**src/rtl/ceyloniac_pkg.sv**
```systemverilog
// Shared encodings and width for the Ceyloniac execute stage.
// The ALU output register and the multiply/divide unit both size off ALU_WIDTH.
package ceyloniac_pkg;

    localparam int ALU_WIDTH = 32;

    typedef enum logic [1:0] {
        MULU_LO = 2'b00,
        MULU_HI = 2'b01,
        DIVU_Q  = 2'b10,
        DIVU_R  = 2'b11
    } muldiv_op_t;

    typedef enum logic [1:0] {
        ST_IDLE = 2'b00,
        ST_MUL  = 2'b01,
        ST_DIV  = 2'b10,
        ST_DONE = 2'b11
    } muldiv_state_t;

endpackage

```
**src/rtl/ceyloniac_muldiv_step.sv**
```systemverilog
// One iteration of shift-add multiply or restoring divide.
// Purely combinational; the caller owns the accumulator registers.
module ceyloniac_muldiv_step #(
    parameter int W = 32
) (
    input  logic         div_mode,
    input  logic [W-1:0] hi,
    input  logic [W-1:0] lo,
    input  logic [W-1:0] b,
    output logic [W-1:0] hi_next,
    output logic [W-1:0] lo_next
);

    logic [W:0]   sum;
    logic [W:0]   r_sh;
    logic [W-1:0] diff;
    logic         fits;

    always_comb begin
        sum  = {1'b0, hi} + (lo[0] ? {1'b0, b} : '0);
        // The stored remainder is always below B, so only the shifted
        // value needs the extra bit.
        r_sh = {hi, lo[W-1]};
        fits = (r_sh >= {1'b0, b});
        diff = r_sh[W-1:0] - b;
        if (!div_mode) begin
            hi_next = sum[W:1];
            lo_next = {sum[0], lo[W-1:1]};
        end else if (fits) begin
            hi_next = diff;
            lo_next = {lo[W-2:0], 1'b1};
        end else begin
            hi_next = r_sh[W-1:0];
            lo_next = {lo[W-2:0], 1'b0};
        end
    end

endmodule

```
**src/rtl/ceyloniac_muldiv_unit.sv**
```systemverilog
// Iterative unsigned multiply/divide, one bit per clock, start/busy/done handshake.
// Result and divide-by-zero status hold until the next completion.
module ceyloniac_muldiv_unit
    import ceyloniac_pkg::*;
#(
    parameter int ALU_DATA_WIDTH = ALU_WIDTH
) (
    input  logic                      clk,
    input  logic                      reset,
    input  logic                      start,
    input  logic [1:0]                op,
    input  logic [ALU_DATA_WIDTH-1:0] operand_a,
    input  logic [ALU_DATA_WIDTH-1:0] operand_b,
    output logic                      busy,
    output logic                      done,
    output logic [ALU_DATA_WIDTH-1:0] result,
    output logic                      div_by_zero
);

    localparam int W     = ALU_DATA_WIDTH;
    localparam int CNT_W = $clog2(W) + 1;

    muldiv_state_t state, next_state;
    muldiv_op_t    op_q;
    logic [W-1:0]  b_q;
    logic [W-1:0]  acc_hi, acc_lo;
    logic [W-1:0]  step_hi, step_lo;
    logic [W-1:0]  result_next;
    logic [CNT_W-1:0] cnt;
    logic          accept, last_step, div_zero_now, finish;

    ceyloniac_muldiv_step #(.W(W)) u_step (
        .div_mode (op_q[1]),
        .hi       (acc_hi),
        .lo       (acc_lo),
        .b        (b_q),
        .hi_next  (step_hi),
        .lo_next  (step_lo)
    );

    always_ff @(posedge clk or posedge reset) begin
        if (reset) state <= ST_IDLE;
        else       state <= next_state;
    end

    always_comb begin
        accept       = start && (state == ST_IDLE || state == ST_DONE);
        last_step    = (cnt == CNT_W'(W - 1));
        div_zero_now = (state == ST_DIV) && (b_q == '0);
        next_state   = state;
        case (state)
            ST_IDLE: if (start) next_state = op[1] ? ST_DIV : ST_MUL;
            ST_MUL:  if (last_step) next_state = ST_DONE;
            ST_DIV:  if (div_zero_now || last_step) next_state = ST_DONE;
            ST_DONE: next_state = start ? (op[1] ? ST_DIV : ST_MUL) : ST_IDLE;
            default: next_state = ST_IDLE;
        endcase
    end

    always_comb begin
        busy   = (state == ST_MUL) || (state == ST_DIV);
        done   = (state == ST_DONE);
        finish = busy && (next_state == ST_DONE);
    end

    always_comb begin
        result_next = step_hi;
        if (div_zero_now)
            result_next = (op_q == DIVU_Q) ? '1 : acc_lo;
        else if (op_q == MULU_LO || op_q == DIVU_Q)
            result_next = step_lo;
    end

    always_ff @(posedge clk or posedge reset) begin
        if (reset) begin
            op_q        <= MULU_LO;
            b_q         <= '0;
            acc_hi      <= '0;
            acc_lo      <= '0;
            cnt         <= '0;
            result      <= '0;
            div_by_zero <= 1'b0;
        end else if (accept) begin
            op_q   <= muldiv_op_t'(op);
            b_q    <= operand_b;
            acc_hi <= '0;
            acc_lo <= operand_a;
            cnt    <= '0;
        end else if (busy) begin
            acc_hi <= step_hi;
            acc_lo <= step_lo;
            cnt    <= cnt + 1'b1;
            if (finish) begin
                result      <= result_next;
                div_by_zero <= div_zero_now;
            end
        end
    end

endmodule
```
**config.mk**
```make
export PLATFORM = sky130hd
export DESIGN_NAME = ceyloniac_muldiv_unit
export DESIGN_NICKNAME = d
export VERILOG_FILES = /design/src/rtl/ceyloniac_pkg.sv /design/src/rtl/ceyloniac_muldiv_step.sv /design/src/rtl/ceyloniac_muldiv_unit.sv
export SDC_FILE = /design/constraint.sdc
export NUM_CORES = 1
export LEC_CHECK = 0
export CAP_MARGIN = 20
export CORE_AREA = 2 2 137 139
export DETAILED_ROUTE_END_ITERATION = 12
export DIE_AREA = 0 0 139 141
export GPL_ROUTABILITY_DRIVEN = 1
export PLACE_DENSITY = 0.89
export SYNTH_ARGS = -nofsm -noshare
export SYNTH_HDL_FRONTEND = slang
export SYNTH_SLANG_ARGS = --single-unit
```
**constraint.sdc**
```tcl
create_clock -name clk -period 11.64 [get_ports clk]
set_input_delay 2.328 -clock clk [delete_from_list [all_inputs] [get_ports clk]]
set_output_delay 2.328 -clock clk [all_outputs]
set_load 0.05 [all_outputs]
```
-- Word-level counts from Yosys, hierarchy flattened
Index checks and enable logic that the tools add are counted.
- flip-flop bits (word level): 139
- input port bits: 69
- output and inout port bits: 35
- word-level logic and storage cells: 51
- $add $sub $neg: 3
- $lt $le $gt $ge: 1
- equal/unequal tests: 6
- multiplexer cells: 20
- bitwise operators: 1
- reductions and logical operators: 12
- operator list (cell ; number):
    2-to-1 mux 32 bit ; 11
    adder 32 x 33 -> 33 bit ; 1
    greater-or-equal comparator 33 x 32 -> 1 bit ; 1
    logical NOT 32 bit ; 1
    subtractor 32 bit ; 1
    2-to-1 mux 6 bit ; 2
    2-to-1 mux 2 bit ; 5
    equality test 2 bit (second input constant) ; 4
    one-hot mux 2 bit (4 select lines) ; 1
    adder 6 x 1 -> 6 bit (second input constant) ; 1
    equality test 6 x 5 -> 1 bit (second input constant) ; 1
    logical NOT 2 bit ; 2
    logical OR 1 bit ; 4
    logical AND 1 bit ; 3
    AND reduction 3 bit ; 1
    equality test 2 x 1 -> 1 bit (second input constant) ; 1
    nonzero test 2 bit ; 1
    2-to-1 mux 1 bit ; 1
    NOT 1 bit ; 1

-- Logic depth before layout (Yosys ltp)
Gate-level depths: netlist of run 1.
- depth in word-level cells: 8
- mapped depth: 15
- gate-level depth less buffers: 14

-- Hierarchy
From an unflattened synthesis of run 1, not the netlist that was laid out.
- cells, all modules: 1328
- area, all modules: 11329.6 um^2
- modules (own cells, without submodules) (module ; times used ; cells each ; area each (um^2) ; sequential area each (um^2)):
    ceyloniac_muldiv_unit ; 1 ; 664 ; 6786.5 ; 3478.3
    ceyloniac_muldiv_step ; 1 ; 664 ; 4543.1 ; 0.0

-- Worst setup path before layout of run 1
No wires, ideal clock.
- path type: input-to-reg
- from: input port start
- to: register acc_lo[11]
- setup time: 0.134 ns
- data arrival time: 3.678 ns
- required time: 11.506 ns
- slack: 7.828 ns
- stages: 5
- path buffers: 3
- cells stage by stage: clkbuf_1 clkbuf_1 clkbuf_1 mux2i_1 o21ai_0
- word-level cells in the longest chain between the ends: 2
- elaborated cells between the ends (all ways): 3
- classes of those cells: mux (1); reduce/logical (2)
- RTL lines (what ; RTL line ; text):
    start, declared ; ceyloniac_muldiv_unit.sv:10 ; input logic start,
    logical AND 1 bit * ; ceyloniac_muldiv_unit.sv:47 ; accept = start && (state == ST_IDLE || state == ST_DONE);
    2-to-1 mux 32 bit / nonzero test 2 bit (equally long branches) ; - ;
    end signal, assigned ; ceyloniac_muldiv_unit.sv:87 ; acc_lo <= operand_a;
    end signal, assigned ; ceyloniac_muldiv_unit.sv:91 ; acc_lo <= step_lo;
    end, declared ; ceyloniac_muldiv_unit.sv:26 ; logic [W-1:0] acc_hi, acc_lo;
Mark *: on every way between the ends. The rest lies on a longest branch, timed or not.
A chain may end at the register's enable or synchronous reset.

-- Worst setup path in the final report of run 1
- from: input port start
- to: register result[0]
- word-level cells in the longest chain between the ends: 5
- elaborated cells between the ends (all ways): 8
- classes of those cells: eq/ne (1); mux (3); bitwise (1); reduce/logical (3)
- RTL lines (what ; RTL line ; text):
    2-to-1 mux 2 bit (on tied branches) ; ceyloniac_muldiv_unit.sv:55, ceyloniac_muldiv_unit.sv:52 ;
    one-hot mux 2 bit (4 select lines) * ; ceyloniac_muldiv_unit.sv:51 ; case (state)
    named net next_state[1] ; ceyloniac_muldiv_unit.sv:23 ; muldiv_state_t state, next_state;
    equality test 2 bit * ; ceyloniac_muldiv_unit.sv:63 ; finish = busy && (next_state == ST_DONE);
    logical AND 1 bit * ; ceyloniac_muldiv_unit.sv:63 ;
    AND reduction 3 bit (no line) * ; - ;
    end signal, assigned ; ceyloniac_muldiv_unit.sv:94 ; result <= result_next;
    end, declared ; ceyloniac_muldiv_unit.sv:16 ; output logic [ALU_DATA_WIDTH-1:0] result,
The timed path passes the listed nets; every way through them passes the cells marked *.

==> qor.json, run 1 <==
{
  "postSynthNetCount": {"value": 1431},
  "yosysSeqAreaShare": {"value": 32.46, "unit": "%"},
  "finalClockSkew": {"value": 0.01013, "unit": "ns"},
  "worst_path_max_delay_cell": {"value": "sky130_fd_sc_hd__or3_1"},
  "worst_setup_path_start_kind": {"value": "primary input"},
  "cts_resized": {"value": 0},
  "global_route.overflow_total": {"value": 0},
  "synth-async-reset-ratio": {"value": 100.0, "unit": "%"},
  "worstPathCellList": {"value": "buf_2 -> buf_4 -> nand2_1 -> o221ai_1 -> nand3_4 -> or3_1 -> o21ai_0 -> a21oi_1"},
  "fin_crit_sh": {"value": 43.80, "unit": "%"},
  "fp.dieArea": {"value": 0.01960, "unit": "sq mm"},
  "htreeDepth": {"value": 4},
  "cap_viol_max_count": {"value": 0},
  "place_hpwl": {"value": 22160, "unit": "um"},
  "grt_util_all_layers": {"value": 31.51, "unit": "%"},
  "nNetsFinal": {"value": 1487},
  "ys_types": {"value": 70},
  "number_of_global_route_vias_before_repair": {"value": 9627},
  "post_synth_and_or_nand_nor_area_fraction": {"value": 17.65, "unit": "%"},
  "min_path_type": {"value": "flop to flop"},
  "worst_slew_pin_slew": {"value": 1.080, "unit": "ns"},
  "numCtsBuffers": {"value": 17},
  "adder_and_majority_cell_fraction_of_the_synthesized_area": {"value": 8.430, "unit": "%"},
  "register_area": {"value": 0.003482, "unit": "sq mm"},
  "period_minus_slack": {"value": 5.099, "unit": "ns"},
  "antenna_cells": {"value": 0},
  "timing.critical_path.slowest_cell_delay": {"value": 0.90, "unit": "ns"},
  "worstPathArrival": {"value": 5.40, "unit": "ns"},
  "drtPass1Iterations": {"value": 5},
  "maximum_number_of_pins_on_one_net_before_global_route_repair": {"value": 83},
  "cts-root-to-sink-buffers": {"value": 2},
  "start_util": {"value": 58.66, "unit": "%"},
  "layout_setup_ws": {"value": 6.541, "unit": "ns"},
  "synth_top_family_by_area": {"value": "compound AO/OA/AOI/OAI gates"},
  "multi_input_comb_area": {"value": 0.006766, "unit": "sq mm"},
  "clk_slew_on_worst_s_h_paths": {"value": 0.06, "unit": "ns"},
  "postLayoutCoreUtil": {"value": 68.23, "unit": "%"},
  "cts-hold-fix-buffers": {"value": 0},
  "ys.warnings.count": {"value": 0},
  "final-hold-violation-count": {"value": 0},
  "num_vias": {"value": 10290},
  "worst_path_dominant_cell_family": {"value": "simple AND/OR/NAND/NOR gates"},
  "num_io_pins": {"value": 104},
  "required": {"value": 11.94, "unit": "ns"},
  "antenna_left": {"value": 0},
  "viasPerCell": {"value": 6.452},
  "placement.io_buffers": {"value": 103},
  "detail_route.iter0.violations": {"value": 1073},
  "layout-drive-gt1-share": {"value": 6.691, "unit": "%"},
  "yosys.area_share.xor_xnor": {"value": 4.495, "unit": "%"},
  "fp.dieH": {"value": 141, "unit": "um"},
  "avgSynthCellArea": {"value": 8.301, "unit": "sq um"},
  "critPathBufInv": {"value": 2},
  "final-max-slew-violation-count": {"value": 0},
  "ctsRootBufferMaster": {"value": "sky130_fd_sc_hd__clkbuf_16"},
  "dpl_worst_slack": {"value": 6.191, "unit": "ns"},
  "totalWireLength": {"value": 31280, "unit": "um"},
  "antenna_violations_before_repair": {"value": 0},
  "coreArea": {"value": 0.01827, "unit": "sq mm"},
  "filler_cell_count": {"value": 1460},
  "worstPathMaxFanout": {"value": 72},
  "grt_pass1_wl": {"value": 49850, "unit": "um"},
  "post_cts.repair.setup_buffers": {"value": 0},
  "relSlewSlack": {"value": 27.98, "unit": "%"},
  "achievable-frequency": {"value": 196.1, "unit": "MHz"},
  "whs": {"value": 0.4920, "unit": "ns"},
  "routability_driven_placement_congestion_ratio": {"value": 0.9805},
  "synthMuxAreaShare": {"value": 6.083, "unit": "%"},
  "status": {"value": "finished clean"},
  "ys_ff_latch": {"value": 139},
  "mappedNetlistArea": {"value": 0.01072, "unit": "sq mm"},
  "detail_route.drc_violations": {"value": 0},
  "syn_inst": {"value": 1291},
  "end_kind": {"value": "flop"},
  "setup-tns-final": {"value": 0, "unit": "ns"},
  "setup_viol_count_final": {"value": 0},
  "synth_compound_area_share": {"value": 26.15, "unit": "%"},
  "die-width": {"value": 139, "unit": "um"},
  "cts_sinks": {"value": 139},
  "number_of_flops_mapped_to_enable_cells_by_yosys": {"value": 0},
  "tritoncts": {"value": "yes"},
  "rsz0062_at_grt": {"value": "no"},
  "clk_latency": {"value": 0.43, "unit": "ns"},
  "areaGrowthSynthToFinish": {"value": 16.31, "unit": "%"},
  "num_rows": {"value": 50},
  "yosys_most_used_dff": {"value": "sky130_fd_sc_hd__dfrtp_1"},
  "crit_path_kind": {"value": "primary input to flop"},
  "wl_per_cell": {"value": 19.62, "unit": "um"}
}
[layer usage]
layer | GRT usage [%] | wire length [um]
met5 | 0 | 0
met4 | 10.26 | 792
met3 | 4.721 | 2854
met2 | 50.12 | 14250
met1 | 44.56 | 13380
[area by class of cell]
cell class                 count  area share (%)
clock buffer                  19           3.473
clock inverter                13           1.546
inverter                      49           1.516
multi-input combinational   1027           54.29
sequential                   139           27.94
tap                          234           2.349
timing repair buffer         113           8.894
[metrics by stage]
step                      std cells  area, sq um
after floorplan                1291        10720
after global placement         1561        11820
after detailed placement       1561        11820
after CTS                      1593        12450
after global routing           1594        12460
final                          1594        12460
[flip-flops by register name, indices dropped and copies added, names as in the netlist]
name / cells
div_by_zero: 1
cnt: 6
state: 2
op_q: 2
result: 32
acc_lo: 32
acc_hi: 32
b_q: 32
[cell families (layout without fill, tap and decap cells)]
logic type | Yosys count | in the layout
compound gates | 439 | 439
fa+ha+maj | 71 | 71
mux | 63 | 63
xor+xnor | 55 | 55
flops | 139 | 139
buf+inv | 125 | 194
simple gates | 399 | 399
[worst reg2reg max path, delay by kind of cell, from the launching register on]
family | cells | cell delay (ns)
compound gates | 4 | 0.69
flops | 1 | 0.39
simple gates | 5 | 3.24
[final timing paths]
path / slack (ns) / start / to / cells after the start
max: 6.54 / start / result[0]$_DFFE_PP0P_ / 8
min: 0.49 / cnt[5]$_DFFE_PP0P_ / cnt[5]$_DFFE_PP0P_ / 1
max reg2reg: 7.19 / b_q[1]$_DFFE_PP0P_ / result[0]$_DFFE_PP0P_ / 9
min reg2reg: 0.49 / cnt[5]$_DFFE_PP0P_ / cnt[5]$_DFFE_PP0P_ / 1
max in group asynchronous: 8.00 / reset / result[8]$_DFFE_PP0P_ / 3
min in group asynchronous: 2.42 / reset / b_q[29]$_DFFE_PP0P_ / 2
[synthesized netlist by cell type, drive strengths merged, types with 11 or more instances]
cell | n | area share, %
nand3 | 20 | 1.1
inv | 49 | 1.7
nor3 | 33 | 1.5
nor2b | 23 | 1.3
nor2 | 75 | 2.6
mux2i | 46 | 4.3
dfrtp | 139 | 32
a31oi | 11 | 0.64
o21a | 14 | 0.98
xnor2 | 34 | 2.8
o21ai | 138 | 6.4
nand4 | 11 | 0.64
buf | 21 | 1.1
and2 | 34 | 2.0
a211oi | 28 | 2.0
ha | 69 | 8.1
a21o | 23 | 1.6
mux2 | 17 | 1.8
o221ai | 16 | 1.9
nor4 | 11 | 0.78
a21oi | 125 | 5.8
nand2 | 163 | 5.7
xor2 | 21 | 1.7
o211ai | 20 | 1.4
clkbuf | 55 | 1.9
[layout by cell type, fill, tap and decap left out, types with 20 or more instances in the layout]
cell type	n
sky130_fd_sc_hd__xor2_1	21
sky130_fd_sc_hd__nor2b_1	22
sky130_fd_sc_hd__and2_1	34
sky130_fd_sc_hd__nor3_1	33
sky130_fd_sc_hd__nand2_1	162
sky130_fd_sc_hd__clkdlybuf4s50_1	102
sky130_fd_sc_hd__a21oi_1	125
sky130_fd_sc_hd__a211oi_1	28
sky130_fd_sc_hd__ha_1	68
sky130_fd_sc_hd__mux2i_1	46
sky130_fd_sc_hd__a21o_1	23
sky130_fd_sc_hd__inv_1	48
sky130_fd_sc_hd__o211ai_1	20
sky130_fd_sc_hd__nor2_1	74
sky130_fd_sc_hd__xnor2_1	34
sky130_fd_sc_hd__dfrtp_1	138
sky130_fd_sc_hd__o21ai_0	133
Power of run 1 is not shown: default switching activity piles up to over one toggle a cycle in this logic, so the estimate is an artifact.
==> inputs of run 2 (changes only) <==
Settings changed: CORE_AREA 2 2 137 139 to 2 2 138 140, DIE_AREA 0 0 139 141 to 0 0 140 142, PLACE_DENSITY 0.89 to 0.88.
Clock period 11.64 ns to 5.1 ns, I/O delays scaled along.
==> qor.json, run 2 (synthesized netlist as in run 1, its figures left out) <==
{
  "status": {"value": "finished, violations left"},
  "failed_checks": {"value": "design-rule violations"},
  "worstPathArrival": {"value": 4.42, "unit": "ns", "change": "-0.98 ns"},
  "worst_path_max_delay_cell": {"value": "sky130_fd_sc_hd__dfrtp_1"},
  "nNetsFinal": {"value": 1488, "change": "+0.067%"},
  "ctsRootBufferMaster": {"value": "sky130_fd_sc_hd__clkbuf_16"},
  "cts_sinks": {"value": 139, "change": "unchanged"},
  "antenna_left": {"value": 0, "change": "unchanged"},
  "die-width": {"value": 140, "unit": "um", "change": "+0.72%"},
  "htreeDepth": {"value": 4, "change": "unchanged"},
  "global_route.usage.met1": {"value": 47.44, "unit": "%", "change": "+2.9 points"},
  "global_route.overflow_total": {"value": 0, "change": "unchanged"},
  "multi_input_comb_area": {"value": 0.006766, "unit": "sq mm", "change": "unchanged"},
  "coreArea": {"value": 0.01846, "unit": "sq mm", "change": "+1.0%"},
  "numCtsBuffers": {"value": 17, "change": "unchanged"},
  "min_path_type": {"value": "flop to flop"},
  "maximum_number_of_pins_on_one_net_before_global_route_repair": {"value": 81, "change": "-2.4%"},
  "areaGrowthSynthToFinish": {"value": 15.97, "unit": "%"},
  "viasPerCell": {"value": 6.412, "change": "-0.63%"},
  "grt_util_met2": {"value": 49.29, "unit": "%", "change": "-0.83 points"},
  "num_io_pins": {"value": 104, "change": "unchanged"},
  "crit_path_kind": {"value": "flop to flop"},
  "post_cts.repair.setup_buffers": {"value": 0, "change": "unchanged"},
  "tritoncts": {"value": "yes"},
  "rsz0062_at_grt": {"value": "no"},
  "clk_slew_on_worst_s_h_paths": {"value": 0.07, "unit": "ns", "change": "about the same"},
  "most_common_cell_after_layout_fill_and_taps_aside": {"value": "sky130_fd_sc_hd__nand2_1"},
  "postLayoutCoreUtil": {"value": 67.34, "unit": "%", "change": "-0.89 points"},
  "worst_slew_pin_slew": {"value": 1.116, "unit": "ns", "change": "+0.03525 ns"},
  "num_vias": {"value": 10230, "change": "-0.56%"},
  "final-hold-violation-count": {"value": 0, "change": "unchanged"},
  "end_kind": {"value": "flop"},
  "setup-tns-final": {"value": 0, "unit": "ns", "change": "unchanged"},
  "layout-drive-gt1-share": {"value": 6.833, "unit": "%", "change": "+0.14 points"},
  "num_rows": {"value": 50, "change": "unchanged"},
  "cts-hold-fix-buffers": {"value": 0, "change": "unchanged"},
  "worst_setup_path_start_kind": {"value": "flop"},
  "start_util": {"value": 58.07, "unit": "%", "change": "-0.60 points"},
  "number_of_global_route_vias_before_repair": {"value": 9543, "change": "-0.87%"},
  "final-max-slew-violation-count": {"value": 0, "change": "unchanged"},
  "antenna_violations_before_repair": {"value": 0, "change": "unchanged"},
  "grt_util_all_layers": {"value": 32.21, "unit": "%", "change": "+0.70 points"},
  "setup_viol_count_final": {"value": 0, "change": "unchanged"},
  "register_area": {"value": 0.003482, "unit": "sq mm", "change": "unchanged"},
  "grt_pass1_wl": {"value": 51070, "unit": "um", "change": "+2.4%"},
  "achievable-frequency": {"value": 240.7, "unit": "MHz"},
  "top_usage_layer": {"value": "met2"},
  "antenna_cells": {"value": 0, "change": "unchanged"},
  "fp.dieArea": {"value": 0.01988, "unit": "sq mm", "change": "+1.4%"},
  "cap_viol_max_count": {"value": 0, "change": "unchanged"},
  "most-common-layout-cells": {"value": "sky130_fd_sc_hd__nand2_1 (162), sky130_fd_sc_hd__dfrtp_1 (138), sky130_fd_sc_hd__o21ai_0 (133)"},
  "worst_path_dominant_cell_family": {"value": "compound AO/OA/AOI/OAI gates"},
  "detail_route.iter0.violations": {"value": 1098, "change": "+2.3%"},
  "drtPass1Iterations": {"value": 11, "change": "+6"},
  "placement.io_buffers": {"value": 103, "change": "unchanged"},
  "filler_cell_count": {"value": 1497, "change": "+2.5%"},
  "fin_crit_sh": {"value": 81.48, "unit": "%"},
  "routability_driven_placement_congestion_ratio": {"value": 0.9558, "change": "-2.5%"},
  "place_hpwl": {"value": 22680, "unit": "um", "change": "+2.4%"},
  "worstPathCellList": {"value": "and2_1 -> ha_1 -> a2111oi_0 -> o21ai_0 -> nand3_1 -> a31oi_1 -> a221o_1 -> a2111oi_0 -> a21oi_1 -> xor2_1 -> o22ai_2 -> o21ai_1"},
  "relSlewSlack": {"value": 25.54, "unit": "%", "change": "-2.4 points"},
  "cts-root-to-sink-buffers": {"value": 2, "change": "unchanged"},
  "cts_resized": {"value": 0, "change": "unchanged"},
  "finalClockSkew": {"value": 0.01041, "unit": "ns", "change": "+0.0002862 ns"},
  "period_minus_slack": {"value": 4.155, "unit": "ns"},
  "totalWireLength": {"value": 31640, "unit": "um", "change": "+1.2%"},
  "whs": {"value": 0.4993, "unit": "ns", "change": "+0.007316 ns"},
  "dominant_cell_type_by_count_on_the_critical_path": {"value": "sky130_fd_sc_hd__a2111oi_0"},
  "gr-usage-met3": {"value": 4.542, "unit": "%", "change": "-0.18 points"},
  "worstPathMaxFanout": {"value": 35, "change": "-51%"},
  "fp.dieH": {"value": 142, "unit": "um", "change": "+0.71%"},
  "clk_latency": {"value": 0.44, "unit": "ns", "change": "about the same"},
  "required": {"value": 5.37, "unit": "ns", "change": "-6.57 ns"},
  "detail_route.drc_violations": {"value": 4, "change": "+4"},
  "critPathBufInv": {"value": 0, "change": "-2"},
  "timing.critical_path.slowest_cell_delay": {"value": 1.01, "unit": "ns", "change": "+0.11 ns"},
  "wl_per_cell": {"value": 19.84, "unit": "um", "change": "+1.1%"}
}
-- run 2: changes by cell type in the layout (fill, tap and decap cells not counted), sizes merged --
cell      previous run  this run
buf                 11        12
bufinv               4         2
clkbuf              19        18
clkinv               5         3
clkinvlp             1         3
inv                 52        55
-- run 2: metrics by stage --
stage          cells  instance area (sq um)  setup slack, ns
5_1_grt         1595                  12430           0.6289
2_1_floorplan   1291                  10720           0.3555
3_5_place_dp    1563                  11840            1.099
4_1_cts         1595                  12430            1.010
6_report        1595                  12430           0.9446
3_3_place_gp    1563                  11840            1.283
-- run 2: area by class of cell --
type	instances	share of cell area [%]
multi-input combinational	1027	54.44
sequential	139	28.02
timing repair buffer	114	8.920
clock buffer	18	3.453
tap	234	2.356
inverter	49	1.520
clock inverter	14	1.289
-- run 2: final timing paths --
check / start / to / slack, ns / cells past startpoint
setup / recovery: acc_lo[0]$_DFFE_PP0P_ / acc_hi[28]$_DFFE_PP0P_ / 0.94 / 12
hold reg to reg: cnt[5]$_DFFE_PP0P_ / cnt[5]$_DFFE_PP0P_ / 0.50 / 1
max in group asynchronous: reset / acc_hi[6]$_DFFE_PP0P_ / 3.04 / 3
min in group asynchronous: reset / cnt[5]$_DFFE_PP0P_ / 1.06 / 2
setup reg to reg: acc_lo[0]$_DFFE_PP0P_ / acc_hi[28]$_DFFE_PP0P_ / 0.94 / 12
hold / removal: cnt[5]$_DFFE_PP0P_ / cnt[5]$_DFFE_PP0P_ / 0.50 / 1
-- run 2: metal layers --
metal	vias to the layer above	wire length, um
met3	62	2763
met5	-	0
met2	550	14130
li1	4793	-
met4	0	770
met1	4822	13980
Power of run 2 is left out for the same reason.
==> inputs of run 3 (changes only) <==
Settings changed: CORE_AREA 2 2 138 140 to 2 2 146 148, DIE_AREA 0 0 140 142 to 0 0 148 150, PLACE_DENSITY 0.88 to 0.84.
Clock period 5.1 ns to 3.4 ns, I/O delays scaled along.
==> qor.json, run 3 (synthesized netlist as in run 1, its figures left out) <==
{
  "status": {"value": "finished clean"},
  "antenna_left": {"value": 0, "change": "unchanged"},
  "end_kind": {"value": "flop"},
  "placement.io_buffers": {"value": 103, "change": "unchanged"},
  "detail_route.iter0.violations": {"value": 1024, "change": "-6.7%"},
  "clk_slew_on_worst_s_h_paths": {"value": 0.07, "unit": "ns", "change": "about the same"},
  "most-common-layout-cells": {"value": "sky130_fd_sc_hd__nand2_1 (162), sky130_fd_sc_hd__dfrtp_1 (138), sky130_fd_sc_hd__o21ai_0 (130)"},
  "clk_latency": {"value": 0.43, "unit": "ns", "change": "about the same"},
  "fp.dieArea": {"value": 0.02220, "unit": "sq mm", "change": "+12%"},
  "drtPass1Iterations": {"value": 5, "change": "-6"},
  "required": {"value": 3.71, "unit": "ns", "change": "-1.66 ns"},
  "tritoncts": {"value": "yes"},
  "critPathCapture": {"value": "acc_hi[29]$_DFFE_PP0P_"},
  "worst_setup_path_start_kind": {"value": "flop"},
  "most_common_cell_after_layout_fill_and_taps_aside": {"value": "sky130_fd_sc_hd__nand2_1"},
  "coreArea": {"value": 0.02069, "unit": "sq mm", "change": "+12%"},
  "period_minus_slack": {"value": 3.294, "unit": "ns", "change": "-0.8613 ns"},
  "cts-root-to-sink-buffers": {"value": 2, "change": "unchanged"},
  "worstPathArrival": {"value": 3.61, "unit": "ns", "change": "-0.81 ns"},
  "fp.dieH": {"value": 150, "unit": "um", "change": "+5.6%"},
  "filler_cell_count": {"value": 1748, "change": "+17%"},
  "timing.reg2reg.worst_path_depth": {"value": 13, "change": "+1"},
  "ctsRootBufferMaster": {"value": "sky130_fd_sc_hd__clkbuf_16"},
  "worst-path-stages": {"value": 13, "change": "+1"},
  "wl_per_cell": {"value": 19.65, "unit": "um", "change": "-0.95%"},
  "routability_driven_placement_congestion_ratio": {"value": 0.9810, "change": "+2.6%"},
  "placed_cell_area": {"value": 0.01252, "unit": "sq mm", "change": "+5.7%"},
  "cts_sinks": {"value": 139, "change": "unchanged"},
  "fin_crit_sh": {"value": 96.89, "unit": "%", "change": "+15 points"},
  "worst_path_max_delay_cell": {"value": "sky130_fd_sc_hd__dfrtp_1"},
  "critPathLaunch": {"value": "acc_lo[0]$_DFFE_PP0P_"},
  "fin_area": {"value": 0.01323, "unit": "sq mm", "change": "+6.4%"},
  "number_of_global_route_vias_before_repair": {"value": 9946, "change": "+4.2%"},
  "maximum_number_of_pins_on_one_net_before_global_route_repair": {"value": 79, "change": "-2.5%"},
  "die-width": {"value": 148, "unit": "um", "change": "+5.7%"},
  "numCtsBuffers": {"value": 17, "change": "unchanged"},
  "global_route.overflow_total": {"value": 0, "change": "unchanged"},
  "cap_viol_max_count": {"value": 0, "change": "unchanged"},
  "num_io_pins": {"value": 104, "change": "unchanged"},
  "grt_util_all_layers": {"value": 30.37, "unit": "%", "change": "-1.8 points"},
  "grt_pass1_wl": {"value": 53160, "unit": "um", "change": "+4.1%"},
  "start_util": {"value": 51.80, "unit": "%", "change": "-6.3 points"},
  "worstPathCellList": {"value": "buf_4 -> and2_1 -> ha_1 -> a21oi_1 -> a21boi_1 -> o31ai_2 -> nand3_1 -> a31o_2 -> a221oi_4 -> a21oi_1 -> xnor2_1 -> nand2b_1 -> a32o_1"},
  "antenna_cells": {"value": 0, "change": "unchanged"},
  "viasPerCell": {"value": 6.146, "change": "-4.1%"},
  "dpl_worst_slack": {"value": 0.09223, "unit": "ns", "change": "-1.006 ns"},
  "setup.reg_to_reg.worst_slack": {"value": 0.11, "unit": "ns", "change": "-0.84 ns"},
  "finalClockSkew": {"value": 0.01039, "unit": "ns", "change": "-0.00002190 ns"},
  "areaGrowthSynthToFinish": {"value": 23.44, "unit": "%"},
  "place_hpwl": {"value": 24850, "unit": "um", "change": "+9.6%"},
  "dominant_cell_type_by_count_on_the_critical_path": {"value": "sky130_fd_sc_hd__a21oi_1"},
  "worstPathMaxFanout": {"value": 25, "change": "-29%"},
  "final-hold-violation-count": {"value": 0, "change": "unchanged"},
  "critPathBufInv": {"value": 1, "change": "+1"},
  "detail_route.drc_violations": {"value": 0, "change": "-4"},
  "whs": {"value": 0.4931, "unit": "ns", "change": "-0.006172 ns"},
  "achievable-frequency": {"value": 303.6, "unit": "MHz", "change": "+26%"},
  "setup_viol_count_final": {"value": 0, "change": "unchanged"},
  "final-max-slew-violation-count": {"value": 0, "change": "unchanged"},
  "num_vias": {"value": 10520, "change": "+2.9%"},
  "nNetsFinal": {"value": 1564, "change": "+5.1%"},
  "layout_setup_ws": {"value": 0.1059, "unit": "ns", "change": "-0.8387 ns"},
  "worst_path_dominant_cell_family": {"value": "compound AO/OA/AOI/OAI gates"},
  "totalWireLength": {"value": 33640, "unit": "um", "change": "+6.3%"},
  "timing.critical_path.slowest_cell_delay": {"value": 0.37, "unit": "ns", "change": "-0.64 ns"},
  "worst_slew_pin_slew": {"value": 0.7715, "unit": "ns", "change": "-0.3441 ns"},
  "relSlewSlack": {"value": 48.46, "unit": "%", "change": "+23 points"},
  "min_path_type": {"value": "flop to flop"},
  "layout-drive-gt1-share": {"value": 12.60, "unit": "%", "change": "+5.8 points"},
  "num_rows": {"value": 53, "change": "+6.0%"},
  "htreeDepth": {"value": 4, "change": "unchanged"},
  "crit_path_kind": {"value": "flop to flop"},
  "antenna_violations_before_repair": {"value": 0, "change": "unchanged"},
  "worst_r2r_endpoint": {"value": "acc_hi[29]$_DFFE_PP0P_"},
  "setup-tns-final": {"value": 0, "unit": "ns", "change": "unchanged"},
  "critical_path.reg2reg.startpoint": {"value": "acc_lo[0]$_DFFE_PP0P_"}
}
run 3: changes by cell type in the layout (fill, tap and decap cells not counted), sizes merged:
cell	delta
buf	+76
clkinv	+4
clkinvlp	-2
bufinv	-1
inv	-1
run 3: layout make-up:
class                           instances  area [sq um]  area share [%]
Sequential cell                       139          3482           26.32
Clock buffer                           18         429.2           3.244
Inverter                               49         187.7           1.419
Tap cell                              275         344.1           2.601
Multi-Input combinational cell       1027          6873           51.95
Timing Repair Buffer                  190          1754           13.26
Clock inverter                         14         158.9           1.201
run 3: repair_timing:
action | CTS | global route
gates resized for setup | 0 | 24
hold buffers | 0 | 0
buffers inserted | 0 | 1
endpoints found under the setup margin | 0 | 28
run 3: per-stage QoR:
step / instances / utilization, %
finish: 1712 / 63.94
global route: 1712 / 63.94
CTS: 1711 / 63.33
detailed placement: 1679 / 60.49
global placement: 1679 / 60.49
floorplan: 1291 / -
run 3: layer usage:
layer  track usage, %  vias to the layer above  share of wire (%)
li1                 -                     4963                  -
met1            43.97                     4932                 44
met2            46.60                      545                 44
met3            5.000                       82                9.3
met4            9.381                        0                2.6
met5                0                        -                  0
run 3: worst reg2reg max path, cell delays in order, from the launching register on:
cell and delay, ns:
sky130_fd_sc_hd__dfrtp_1 0.37, sky130_fd_sc_hd__buf_4 0.21, sky130_fd_sc_hd__and2_1 0.18, sky130_fd_sc_hd__ha_1 0.28
sky130_fd_sc_hd__a21oi_1 0.23, sky130_fd_sc_hd__a21boi_1 0.17, sky130_fd_sc_hd__o31ai_2 0.33, sky130_fd_sc_hd__nand3_1 0.15
sky130_fd_sc_hd__a31o_2 0.30, sky130_fd_sc_hd__a221oi_4 0.30, sky130_fd_sc_hd__a21oi_1 0.14, sky130_fd_sc_hd__xnor2_1 0.16
sky130_fd_sc_hd__nand2b_1 0.10, sky130_fd_sc_hd__a32o_1 0.27
run 3: worst min path at each step:
stage / start / to / slack [ns] / cells past startpoint
5_1_grt: result[30]$_DFFE_PP0P_ / result[30]$_DFFE_PP0P_ / 0.53 / 2
4_1_cts: cnt[5]$_DFFE_PP0P_ / cnt[5]$_DFFE_PP0P_ / 0.50 / 1
6_report: cnt[5]$_DFFE_PP0P_ / cnt[5]$_DFFE_PP0P_ / 0.49 / 1
3_3_place_gp: cnt[5]$_DFFE_PP0P_ / cnt[5]$_DFFE_PP0P_ / 0.48 / 1
2_1_floorplan: cnt[5]$_DFFE_PP0P_ / cnt[5]$_DFFE_PP0P_ / 0.45 / 1
3_5_place_dp: cnt[5]$_DFFE_PP0P_ / cnt[5]$_DFFE_PP0P_ / 0.49 / 1
Power of run 3 is left out for the same reason.
